`src/rtl/micro_sequencer_if.sv`:
```
// micro_sequencer_if: instruction handshake and control-word bus of the micro_sequencer.
interface micro_sequencer_if #(
    parameter int OPCODE_LENGTH = 7,
    parameter int FUNCT3_LENGTH = 3,
    parameter int FUNCT7_LENGTH = 7,
    parameter int LEN_WIDTH = 8
);
    logic in_valid, in_ready, stall, ctrl_valid, uop_last, busy, illegal;
    logic [OPCODE_LENGTH-1:0] opcode;
    logic [FUNCT3_LENGTH-1:0] funct3;
    logic [FUNCT7_LENGTH-1:0] funct7;
    logic [LEN_WIDTH-1:0] copy_len, uop_index;
    logic [15:0] ctrl_word;
    modport master (
        output in_valid, opcode, funct3, funct7, copy_len, stall,
        input in_ready, ctrl_valid, ctrl_word, uop_last, uop_index, busy, illegal
    );
    modport slave (
        input in_valid, opcode, funct3, funct7, copy_len, stall,
        output in_ready, ctrl_valid, ctrl_word, uop_last, uop_index, busy, illegal
    );
endinterface

```
`src/rtl/micro_sequencer.sv`:
```
// micro_sequencer: expands decoded instructions into registered 16-bit control words, with MUL/MEMCOPY micro-routines.
// Optional ILLEGAL_TRAP_EN flags unmatched encodings and holds off fetch for one extra cycle.
module micro_sequencer #(
    parameter int OPCODE_LENGTH = 7,
    parameter int FUNCT3_LENGTH = 3,
    parameter int FUNCT7_LENGTH = 7,
    parameter int MUL_CYCLES = 4,
    parameter int LEN_WIDTH = 8
) (
    input logic clk,
    input logic rst,
    micro_sequencer_if.slave bus
);
    typedef enum logic [2:0] {IDLE, ISSUE, MUL, CPY_RD, CPY_WR, TRAP} state_t;
    localparam logic [OPCODE_LENGTH-1:0] MUL_OP = 7'b0111111;
    localparam logic [OPCODE_LENGTH-1:0] CPY_OP = 7'b1111111;
    localparam logic [LEN_WIDTH-1:0] ONE = LEN_WIDTH'(1);
    localparam logic [LEN_WIDTH-1:0] MUL_LAST = LEN_WIDTH'(MUL_CYCLES - 1);

    // Every legal single-cycle word is nonzero, so a zero result doubles as "unmatched".
    function automatic logic [15:0] decode(input logic [OPCODE_LENGTH-1:0] op,
                                           input logic [FUNCT3_LENGTH-1:0] f3,
                                           input logic [FUNCT7_LENGTH-1:0] f7);
        logic [3:0] base;
        logic alt_s, alt_r;
        base = f3 == 3'd0 ? 4'd0 : f3 == 3'd6 ? 4'd8 : f3 == 3'd7 ? 4'd9 : {1'b0, f3} + 4'd1;
        alt_s = f3 == 3'd5 && f7 == 7'h20;
        alt_r = alt_s || (f3 == 3'd0 && f7 == 7'h20);
        case (op)
            7'b0110011: decode = f7 == 7'h00 || alt_r ? {7'b1000000, base + {3'b0, alt_r}, 5'b0} : 16'h0;
            7'b0010011: decode = f3 != 3'd5 || f7 == 7'h00 || alt_s ? {7'b1100000, base + {3'b0, alt_s}, 5'b0} : 16'h0;
            7'b1100111: decode = f3 == 3'd0 ? 16'hC400 : 16'h0;
            7'b0000011: decode = f3 != 3'd3 && f3 < 3'd6 ? {13'h1E00, f3[2] ? f3 : f3 + 3'd1} : 16'h0;
            7'b0100011: decode = f3 < 3'd3 ? {13'h0900, f3 + 3'd1} : 16'h0;
            7'b1100011: decode = f3[2:1] == 2'b01 ? 16'h0 :
                                 {7'b0000001, f3[2] ? (f3[1] ? 4'd4 : 4'd3) : 4'd1, f3[2], f3[0], 3'b0};
            default: decode = 16'h0;
        endcase
    endfunction

    state_t state_q, state_d;
    logic [LEN_WIDTH-1:0] idx_q, idx_d, len_q, len_d;
    logic [15:0] word_q, word_d, dec;
    logic valid_q, valid_d, last_q, last_d, illegal_q, illegal_d, accept;

    assign bus.in_ready = !bus.stall && (state_q == IDLE || state_q == ISSUE);
    assign accept = bus.in_valid && bus.in_ready;
    assign dec = decode(bus.opcode, bus.funct3, bus.funct7);
    assign bus.ctrl_valid = valid_q;
    assign bus.ctrl_word = word_q;
    assign bus.uop_last = last_q;
    assign bus.uop_index = idx_q;
    assign bus.illegal = illegal_q;
    assign bus.busy = state_q == MUL || state_q == CPY_RD || state_q == CPY_WR;

    always_comb begin
        state_d = state_q;
        idx_d = idx_q;
        len_d = len_q;
        word_d = word_q;
        valid_d = valid_q;
        last_d = last_q;
        illegal_d = illegal_q;
        if (!bus.stall) begin
            state_d = IDLE;
            idx_d = '0;
            word_d = 16'h0;
            valid_d = 1'b0;
            last_d = 1'b0;
            illegal_d = 1'b0;
            case (state_q)
                MUL: if (idx_q != MUL_LAST) begin
                    state_d = MUL;
                    idx_d = idx_q + ONE;
                    valid_d = 1'b1;
                    last_d = idx_d == MUL_LAST;
                    word_d = last_d ? 16'h8160 : 16'h0160;
                end
                CPY_RD: begin
                    state_d = CPY_WR;
                    idx_d = idx_q;
                    valid_d = 1'b1;
                    word_d = 16'h4803;
                    last_d = idx_q == len_q - ONE;
                end
                CPY_WR: if (idx_q != len_q - ONE) begin
                    state_d = CPY_RD;
                    idx_d = idx_q + ONE;
                    valid_d = 1'b1;
                    word_d = 16'h5003;
                end
                default: if (accept) begin
                    valid_d = 1'b1;
                    if (bus.opcode == MUL_OP) begin
                        state_d = MUL;
                        last_d = MUL_LAST == '0;
                        word_d = last_d ? 16'h8160 : 16'h0160;
                    end else if (bus.opcode == CPY_OP && bus.copy_len != '0) begin
                        state_d = CPY_RD;
                        len_d = bus.copy_len;
                        word_d = 16'h5003;
                    end else begin
                        state_d = ISSUE;
                        last_d = 1'b1;
                        word_d = bus.opcode == CPY_OP ? 16'h0 : dec;
`ifdef ILLEGAL_TRAP_EN
                        illegal_d = bus.opcode != CPY_OP && dec == 16'h0;
                        state_d = illegal_d ? TRAP : ISSUE;
`endif
                    end
                end
            endcase
        end
    end

    always_ff @(posedge clk or posedge rst) begin
        if (rst) begin
            state_q <= IDLE;
            idx_q <= '0;
            len_q <= '0;
            word_q <= 16'h0;
            valid_q <= 1'b0;
            last_q <= 1'b0;
            illegal_q <= 1'b0;
        end else begin
            state_q <= state_d;
            idx_q <= idx_d;
            len_q <= len_d;
            word_q <= word_d;
            valid_q <= valid_d;
            last_q <= last_d;
            illegal_q <= illegal_d;
        end
    end
endmodule

```
`src/flat_wrapper.sv`:
```
// flat-port wrapper written by rule: the top's interface ports become plain ports
module micro_sequencer_flat 
#(
    parameter int OPCODE_LENGTH = 7,
    parameter int FUNCT3_LENGTH = 3,
    parameter int FUNCT7_LENGTH = 7,
    parameter int MUL_CYCLES = 4,
    parameter int LEN_WIDTH = 8
)
  (clk, rst, bus_in_valid, bus_opcode, bus_funct3, bus_funct7, bus_copy_len, bus_stall, bus_in_ready, bus_ctrl_valid, bus_ctrl_word, bus_uop_last, bus_uop_index, bus_busy, bus_illegal);
  micro_sequencer_if #(.OPCODE_LENGTH(OPCODE_LENGTH), .FUNCT3_LENGTH(FUNCT3_LENGTH), .FUNCT7_LENGTH(FUNCT7_LENGTH), .LEN_WIDTH(LEN_WIDTH)) bus_i ();
  input logic clk;
  input logic rst;
  input wire logic [$bits(bus_i.in_valid)-1:0] bus_in_valid;
  input wire logic [$bits(bus_i.opcode)-1:0] bus_opcode;
  input wire logic [$bits(bus_i.funct3)-1:0] bus_funct3;
  input wire logic [$bits(bus_i.funct7)-1:0] bus_funct7;
  input wire logic [$bits(bus_i.copy_len)-1:0] bus_copy_len;
  input wire logic [$bits(bus_i.stall)-1:0] bus_stall;
  output wire logic [$bits(bus_i.in_ready)-1:0] bus_in_ready;
  output wire logic [$bits(bus_i.ctrl_valid)-1:0] bus_ctrl_valid;
  output wire logic [$bits(bus_i.ctrl_word)-1:0] bus_ctrl_word;
  output wire logic [$bits(bus_i.uop_last)-1:0] bus_uop_last;
  output wire logic [$bits(bus_i.uop_index)-1:0] bus_uop_index;
  output wire logic [$bits(bus_i.busy)-1:0] bus_busy;
  output wire logic [$bits(bus_i.illegal)-1:0] bus_illegal;
  assign bus_i.in_valid = bus_in_valid;
  assign bus_i.opcode = bus_opcode;
  assign bus_i.funct3 = bus_funct3;
  assign bus_i.funct7 = bus_funct7;
  assign bus_i.copy_len = bus_copy_len;
  assign bus_i.stall = bus_stall;
  assign bus_in_ready = bus_i.in_ready;
  assign bus_ctrl_valid = bus_i.ctrl_valid;
  assign bus_ctrl_word = bus_i.ctrl_word;
  assign bus_uop_last = bus_i.uop_last;
  assign bus_uop_index = bus_i.uop_index;
  assign bus_busy = bus_i.busy;
  assign bus_illegal = bus_i.illegal;
  micro_sequencer #(.OPCODE_LENGTH(OPCODE_LENGTH), .FUNCT3_LENGTH(FUNCT3_LENGTH), .FUNCT7_LENGTH(FUNCT7_LENGTH), .MUL_CYCLES(MUL_CYCLES), .LEN_WIDTH(LEN_WIDTH)) u_core (.clk(clk), .rst(rst), .bus(bus_i));
endmodule
```
`config.mk`:
```
export PLATFORM = sky130hd
export DESIGN_NAME = micro_sequencer_flat
export DESIGN_NICKNAME = d
export VERILOG_FILES = /design/src/rtl/micro_sequencer_if.sv /design/src/rtl/micro_sequencer.sv /design/src/flat_wrapper.sv
export SDC_FILE = /design/constraint.sdc
export NUM_CORES = 1
export LEC_CHECK = 0
export CORE_AREA = 2 2 84 86
export CTS_CLUSTER_SIZE = 30
export DETAILED_ROUTE_END_ITERATION = 8
export DIE_AREA = 0 0 86 88
export GPL_TIMING_DRIVEN = 0
export PLACE_DENSITY = 0.69
export SYNTH_ARGS = -nofsm -noshare
export SYNTH_HDL_FRONTEND = slang
export SYNTH_SLANG_ARGS = --single-unit
```
`constraint.sdc`:
```
create_clock -name clk -period 3 [get_ports clk]
set_input_delay 0.6 -clock clk [delete_from_list [all_inputs] [get_ports clk]]
set_output_delay 0.6 -clock clk [all_outputs]
set_load 0.01 [all_outputs]
```
==> results of run 1 <==
## layout make-up
type | instances | area share (%)
inverter | 18 | 1.98
buffer | 15 | 1.80
timing repair buffer | 55 | 16.3
clock inverter | 2 | 1.10
clock buffer | 6 | 2.42
multi-input combinational | 243 | 46.3
sequential | 37 | 27.2
tap | 80 | 2.94
## flip-flops by register name, summed over array words and instances (netlist names)
signal                 count
u_core.bus.ctrl_word      16
u_core.len_q               8
u_core.bus.uop_index       8
u_core.bus.uop_last        1
u_core.bus.ctrl_valid      1
u_core.state_q             3
## worst max-delay path, stage by stage, from the launching register on
cell and delay [ns]:
dfrtp_1 0.49, ha_1 0.30, nor2b_1 0.18, a311oi_1 1.01, a32oi_2 0.16, and2_4 0.26, o31ai_2 0.23
## cell families (layout without fill, tap and decap cells)
logic type,after synthesis,after routing,share of synthesized area (%)
adder cells (fa/ha/maj),13,13,6.21
flip-flops,37,37,35.4
AO/OA/AOI/OAI,70,70,18.3
AND/OR/NAND/NOR,134,134,26.0
buffers and inverters,33,96,4.88
multiplexers,8,8,3.44
XOR/XNOR,17,17,5.69
other,1,1,0.143
## repair_timing
item | 4_1_cts | 5_1_grt
resized for setup | 0 | 6
hold endpoints to repair | 0 | 0
endpoints found under the setup margin | 0 | 3
## routing by layer
layer	track usage [%]	up-vias	wire length (um)
met3	3.58	9	385
met4	6.06	0	96
met5	0	-	0
met2	31.2	75	3310
met1	23.4	1214	3000
li1	-	1238	-
## how the worst max path moves through the flow
stage	startpoint	end	slack (ns)	depth (start not counted)
2_1_floorplan	bus_funct3[2]	u_core.bus.ctrl_word[6]$_DFFE_PP0N_	0.72	10
3_3_place_gp	bus_funct3[1]	u_core.bus.ctrl_word[6]$_DFFE_PP0N_	-0.19	11
3_5_place_dp	bus_funct3[1]	u_core.bus.ctrl_word[6]$_DFFE_PP0N_	-0.20	12
4_1_cts	bus_funct3[1]	u_core.bus.ctrl_word[6]$_DFFE_PP0N_	0.11	12
5_1_grt	u_core.bus.uop_index[0]$_DFFE_PP0P_	u_core.bus.uop_last$_DFFE_PP0N_	0.02	7
6_report	u_core.bus.uop_index[0]$_DFFE_PP0P_	u_core.bus.uop_index[3]$_DFFE_PP0P_	0.28	6
## cell usage in the layout, fill, tap and decap left out, types with 2 or more instances in the layout
cell type / instances
clkdlybuf4s50_1: 53
nand2_1: 41
dfrtp_1: 37
nor2_1: 23
nand3_1: 18
inv_1: 16
a21oi_1: 16
o21ai_1: 16
ha_1: 13
clkbuf_1: 12
nor3_1: 9
xor2_1: 9
xnor2_1: 8
mux2_1: 8
o21ai_0: 6
clkbuf_8: 6
nor4_1: 5
nor2b_1: 5
nand2b_1: 4
a22oi_1: 4
a31oi_1: 4
o31ai_1: 4
nand4_1: 4
nor3_2: 3
nand3b_1: 3
and2_1: 3
and3_1: 3
nor4_2: 2
inv_2: 2
nor3b_1: 2
a2bb2oi_1: 2
a21boi_0: 2
a32o_1: 2
a311oi_1: 2
dlymetal6s2s_1: 2
## power by group through the flow
| stage | logic, mW | clock network [mW] | registers [mW] |
|---|---|---|---|
| after floorplan | 0.175 | 0 | 0.588 |
| after global placement | 0.335 | 0 | 0.583 |
| after detailed placement | 0.342 | 0 | 0.583 |
| after CTS | 0.344 | 0.467 | 0.573 |
| after global routing | 0.380 | 0.489 | 0.579 |
| final | 0.343 | 0.457 | 0.575 |
## per-stage QoR
| stage | utilization [%] | setup TNS (ns) | instances | cell area, sq um |
|---|---|---|---|---|
| 6_report | 51.3 | 0 | 456 | 3410 |
| 5_1_grt | 51.3 | 0 | 456 | 3410 |
| 4_1_cts | 51.0 | 0 | 456 | 3390 |
| 3_5_place_dp | 49.2 | -0.377 | 448 | 3270 |
| 3_3_place_gp | 49.2 | -0.255 | 448 | 3270 |
| 2_1_floorplan | - | 0 | 313 | 2620 |
==> flow_summary.yaml, run 1 <==
die:
  die-area_sq_mm: 0.00757
  die_height_um: 88
  pin_count: 58
  rows: 30
  fp.dieW_um: 86
  coreArea_sq_mm: 0.00664
  initial_core_util_pct: 39.4
detailed_routing:
  first_pass_iters: 4
  detail_route.iter0.violations: 132
  avgRoutedWirePerCell_um: 14.9
  drc: 0
  drt_wl_total_mm: 6.79
  ant_nets: 0
  dr_total_vias: 2536
  via_per_inst: 5.56
clock_network:
  clk_pin_slew_ns: 0.08
  cts_hold_buffers: 0
  numClockSinks: 37
  cts_made_buffers: 5
  htreeDepth: 2
  insertion_delay_ns: 0.30
  tritoncts: "built"
  postCtsSetupRepairBufs: 0
  clockBufferDepth: 2
  cts_root_buffer: "clkbuf_8"
place:
  dp_hpwl_mm: 5.25
  post-place-ws_ns: -0.200
  portBuffers: 55
  routabilityCongestion: 0.925
power_and_ir_drop:
  pwr-share-seq_pct: 41.8
  finalPower_mw: 1.38
  vdd_drop_max_mv: 0.196
  clkPwrFrac_pct: 33.2
  power_frac_comb_pct: 24.9
  internal_power_mw: 0.973
  p_sw_mw: 0.402
  p_leak_nw: 1.45
  p_sw_share_pct: 29.3
  p_per_area_mw_per_mm2: 404
yosys:
  yosysMostFrequentCell: "nand2_1"
  synth.avg_cell_area_sq_um: 8.36
  yosys.area.top_type: "dfrtp_1"
  synth_common_cells: "41 x nand2_1, 37 x dfrtp_1, 23 x nor2_1, 18 x nand3_1, 17 x inv_1"
  synthFlopType: "dfrtp_1"
  synth-seq-cells: 37
  netlist_area_sq_mm: 0.00262
  synth.distinct_cells: 56
  netlist.area_leader.share_pct: 35.4
  synth-edff-count: 0
  syn_inst: 313
  yosys_warnings: 0
  ys_top_cells_by_area: "dfrtp_1 35%, ha_1 6.2%, nand2_1 5.9%"
  yosysSeqAreaShare_pct: 35.4
  synthArstFlopShare_pct: 100
  syn_nets: 355
setup_path:
  cp_max_fo: 8
  ff2ff_setup_slack_ns: 0.28
  critPathCaptureType: "flop"
  timing_worst_setup_path_type: "flop to flop"
  cp.arrival_ns: 2.92
  reg2reg_depth: 6
  cp-start-kind: "flop"
  r2r_end: "u_core.bus.uop_index[3]$_DFFE_PP0P_"
  rr_startpoint: "u_core.bus.uop_index[0]$_DFFE_PP0P_"
  required_ns: 3.20
hold_path:
  holdPathStages: 2
  min_path_type: "flop to flop"
  hold-path-endpoint: "u_core.bus.ctrl_word[2]$_DFFE_PP0N_"
  hold_path.startpoint: "u_core.bus.ctrl_word[2]$_DFFE_PP0N_"
finish:
  layout-drive-gt1-share_pct: 6.65
  fill_cells: 636
  multiInputGateArea_sq_mm: 0.00158
  syn2layout_area_growth_pct: 30.1
  seq_area_sq_um: 926
  diodes: 0
  layout.nets: 417
sta:
  hold_ws_ns: 0.493
  drv_slew: 0
  min_period_ns: 2.72
  finClkSkew_ns: 0.00939
  final.period_utilization_pct: 90.6
  slew_headroom_pct: 19.0
  hold_viol: 0
  rsz0062_at_grt: "no"
  max_freq_mhz: 368
  tightest_slew_ns: 1.21
  finalSetupViolCount: 0
  fin_ws_ns: 0.281
grt:
  grt_pass1_vias: 2362
  grt_pass1_wl_mm: 11.0
  gr-total-overflow: 0
  antenna_found_initial: 0
  grt_use_total_pct: 18.3
  grt_max_degree: 38
job:
  max-cap-violations: 0
run_status:
  status: "completed"
(Power assumes the default switching activity.)
==> inputs of run 2 (changes only) <==
--- a/config.mk
+++ b/config.mk
@@ -11,6 +11,7 @@
 export DIE_AREA = 0 0 86 88
 export GPL_TIMING_DRIVEN = 0
 export PLACE_DENSITY = 0.69
+export REMOVE_ABC_BUFFERS = 1
 export SYNTH_ARGS = -nofsm -noshare
 export SYNTH_HDL_FRONTEND = slang
 export SYNTH_SLANG_ARGS = --single-unit
==> run 2 against run 1 <==
Effect of this change: final cell count fell by 3.3%; sequential power about the same; sequential cell count unchanged; core utilization is 1.1 points lower; largest cell class unchanged.
==> flow_summary.yaml, run 2 (synthesis gave the netlist of run 1 again) <==
sta:
  finalSetupViolCount: 0
  drv_slew: 0
  rsz0062_at_grt: "no"
  hold_viol: 0
  finClkSkew_ns: 0.00956
  slew_headroom_pct: 29.7
  min_period_ns: 2.87
  tightest_slew_ns: 1.05
  final.period_utilization_pct: 95.8
  finalSetupTns_ns: 0
  max_freq_mhz: 348
  hold_ws_ns: 0.491
die:
  fp.dieW_um: 86
  pin_count: 58
  die_height_um: 88
  die-area_sq_mm: 0.00757
  initial_core_util_pct: 39.4
  coreArea_sq_mm: 0.00664
  rows: 30
setup_path:
  critPathMostFrequentCell: "ha_1"
  critPathCaptureType: "flop"
  worstPathCellList: "clkdlybuf4s50_1, inv_1, ha_1, nand2b_1, nand2_1, a21oi_2, ha_1, ha_1, a221oi_1, a21oi_1, nor3_1, a21oi_1"
  max_stage_delay_ns: 0.58
  ff2ff_setup_slack_ns: 0.48
  timing_worst_setup_path_type: "primary input to flop"
  required_ns: 3.13
  reg2reg_depth: 9
  cp_max_fo: 5
  crit_slowest_cell: "clkdlybuf4s50_1"
  r2r_end: "u_core.bus.uop_index[6]$_DFFE_PP0P_"
  critPathCapture: "u_core.bus.ctrl_word[6]$_DFFE_PP0N_"
  cp.arrival_ns: 3.01
  cp-start-kind: "primary input"
  rr_startpoint: "u_core.len_q[0]$_DFFE_PP0P_"
  critPathLaunch: "bus_funct3[0]"
detailed_routing:
  wl_met1_mm: 3.21
  first_pass_iters: 4
  highest_layer: "met4"
  detail_route.iter0.violations: 183
  wl_met3_um: 343
  drt_wl_total_mm: 6.73
  via_per_inst: 5.56
  drc: 0
  dr_total_vias: 2451
  avgRoutedWirePerCell_um: 15.3
  ant_nets: 0
  dr_wl_met2_mm: 3.09
finish:
  most-common-layout-cells: "54 x clkdlybuf4s50_1, 41 x nand2_1, 37 x dfrtp_1"
  layout_commonest_cell: "clkdlybuf4s50_1"
  layout-drive-gt1-share_pct: 6.65
  stdcell_count: 441
  largest_reg_flops: 16
  diodes: 0
  syn2layout_area_growth_pct: 27.2
  layout.nets: 403
hold_path:
  min_path_type: "flop to flop"
power_and_ir_drop:
  clkPwrFrac_pct: 28.4
  vdd_drop_max_mv: 0.206
  p_leak_nw: 1.41
  pwr-share-seq_pct: 44.7
  finalPower_mw: 1.28
  power_frac_comb_pct: 26.8
  p_per_area_mw_per_mm2: 385
  p_sw_share_pct: 31.0
  internal_power_mw: 0.884
  p_sw_mw: 0.397
clock_network:
  cts_hold_buffers: 0
  numClockSinks: 37
  cts_root_buffer: "clkbuf_8"
  cts_made_buffers: 5
  htreeDepth: 2
  postCtsSetupRepairBufs: 0
  insertion_delay_ns: 0.30
  clockBufferDepth: 2
  clk_pin_slew_ns: 0.08
  tritoncts: "built"
grt:
  grt_use_total_pct: 18.9
  grt_pass1_vias: 2378
  antenna_found_initial: 0
  gr-total-overflow: 0
  grt_pass1_wl_mm: 11.4
  grt_max_degree: 38
place:
  dp_hpwl_mm: 5.19
  portBuffers: 56
  post-place-cells: 434
  routabilityCongestion: 0.877
run_status:
  status: "completed"
job:
  max-cap-violations: 0
==> run 2: worst min path at each step <==
stage	from	to	slack (ns)	depth (start not counted)
after floorplan	u_core.len_q[1]$_DFFE_PP0P_	u_core.len_q[1]$_DFFE_PP0P_	0.51	1
after global placement	u_core.bus.ctrl_word[2]$_DFFE_PP0N_	u_core.bus.ctrl_word[2]$_DFFE_PP0N_	0.47	2
after detailed placement	u_core.bus.ctrl_word[2]$_DFFE_PP0N_	u_core.bus.ctrl_word[2]$_DFFE_PP0N_	0.48	2
after CTS	u_core.bus.ctrl_word[2]$_DFFE_PP0N_	u_core.bus.ctrl_word[2]$_DFFE_PP0N_	0.50	2
after global routing	u_core.bus.ctrl_word[3]$_DFFE_PP0N_	u_core.bus.ctrl_word[3]$_DFFE_PP0N_	0.52	2
final	u_core.bus.ctrl_word[12]$_DFFE_PP0N_	u_core.bus.ctrl_word[12]$_DFFE_PP0N_	0.49	2
==> run 2: metal layers <==
metal / GRT usage (%) / vias up
met5: 0 / -
met4: 5.92 / 0
met3: 3.02 / 8
met2: 30.0 / 72
met1: 26.4 / 1162
li1: - / 1209
==> run 2: worst max-delay path: cells and delay by family <==
family,cells,cell delay [ns]
AND/OR/NAND/NOR,3,0.45
adder cells (fa/ha/maj),3,0.62
buffers and inverters,2,0.72
AO/OA/AOI/OAI,4,0.62
==> run 2: timing repair <==
action | CTS | global route
hold endpoints to repair | 0 | 0
resized for setup | 3 | 3
setup endpoints to repair | 19 | 2
cloned | 0 | 0
==> run 2: per-stage QoR <==
stage / setup slack, ns / cell area (sq um) / utilization, %
finish: 0.125 / 3330 / 50.1
floorplan: 0.765 / 2560 / -
global placement: -0.505 / 3220 / 48.4
global route: 0.0104 / 3330 / 50.1
detailed placement: -0.527 / 3220 / 48.4
CTS: 0.0132 / 3320 / 49.9
==> run 2: final cells by class <==
cell class	count	area [sq um]
fill	657	3310
multi-input combinational	243	1580
sequential	37	926
timing repair buffer	56	562
tap	80	100
clock buffer	6	82.6
inverter	18	67.6
clock inverter	1	7.51
==> run 2: power by group through the flow <==
stage	clock network, mW	logic [mW]	registers, mW
after floorplan	0	0.166	0.588
after global placement	0	0.334	0.580
after detailed placement	0	0.340	0.581
after CTS	0.377	0.343	0.572
after global routing	0.395	0.378	0.580
final	0.364	0.344	0.573
==> inputs of run 3 (changes only) <==
--- a/config.mk
+++ b/config.mk
@@ -9,6 +9,7 @@
 export CTS_CLUSTER_SIZE = 30
 export DETAILED_ROUTE_END_ITERATION = 8
 export DIE_AREA = 0 0 86 88
+export GPL_ROUTABILITY_DRIVEN = 1
 export GPL_TIMING_DRIVEN = 0
 export PLACE_DENSITY = 0.69
 export REMOVE_ABC_BUFFERS = 1
==> results of run 3 <==
Final layout, timing and power as in run 2 (identical DEF).
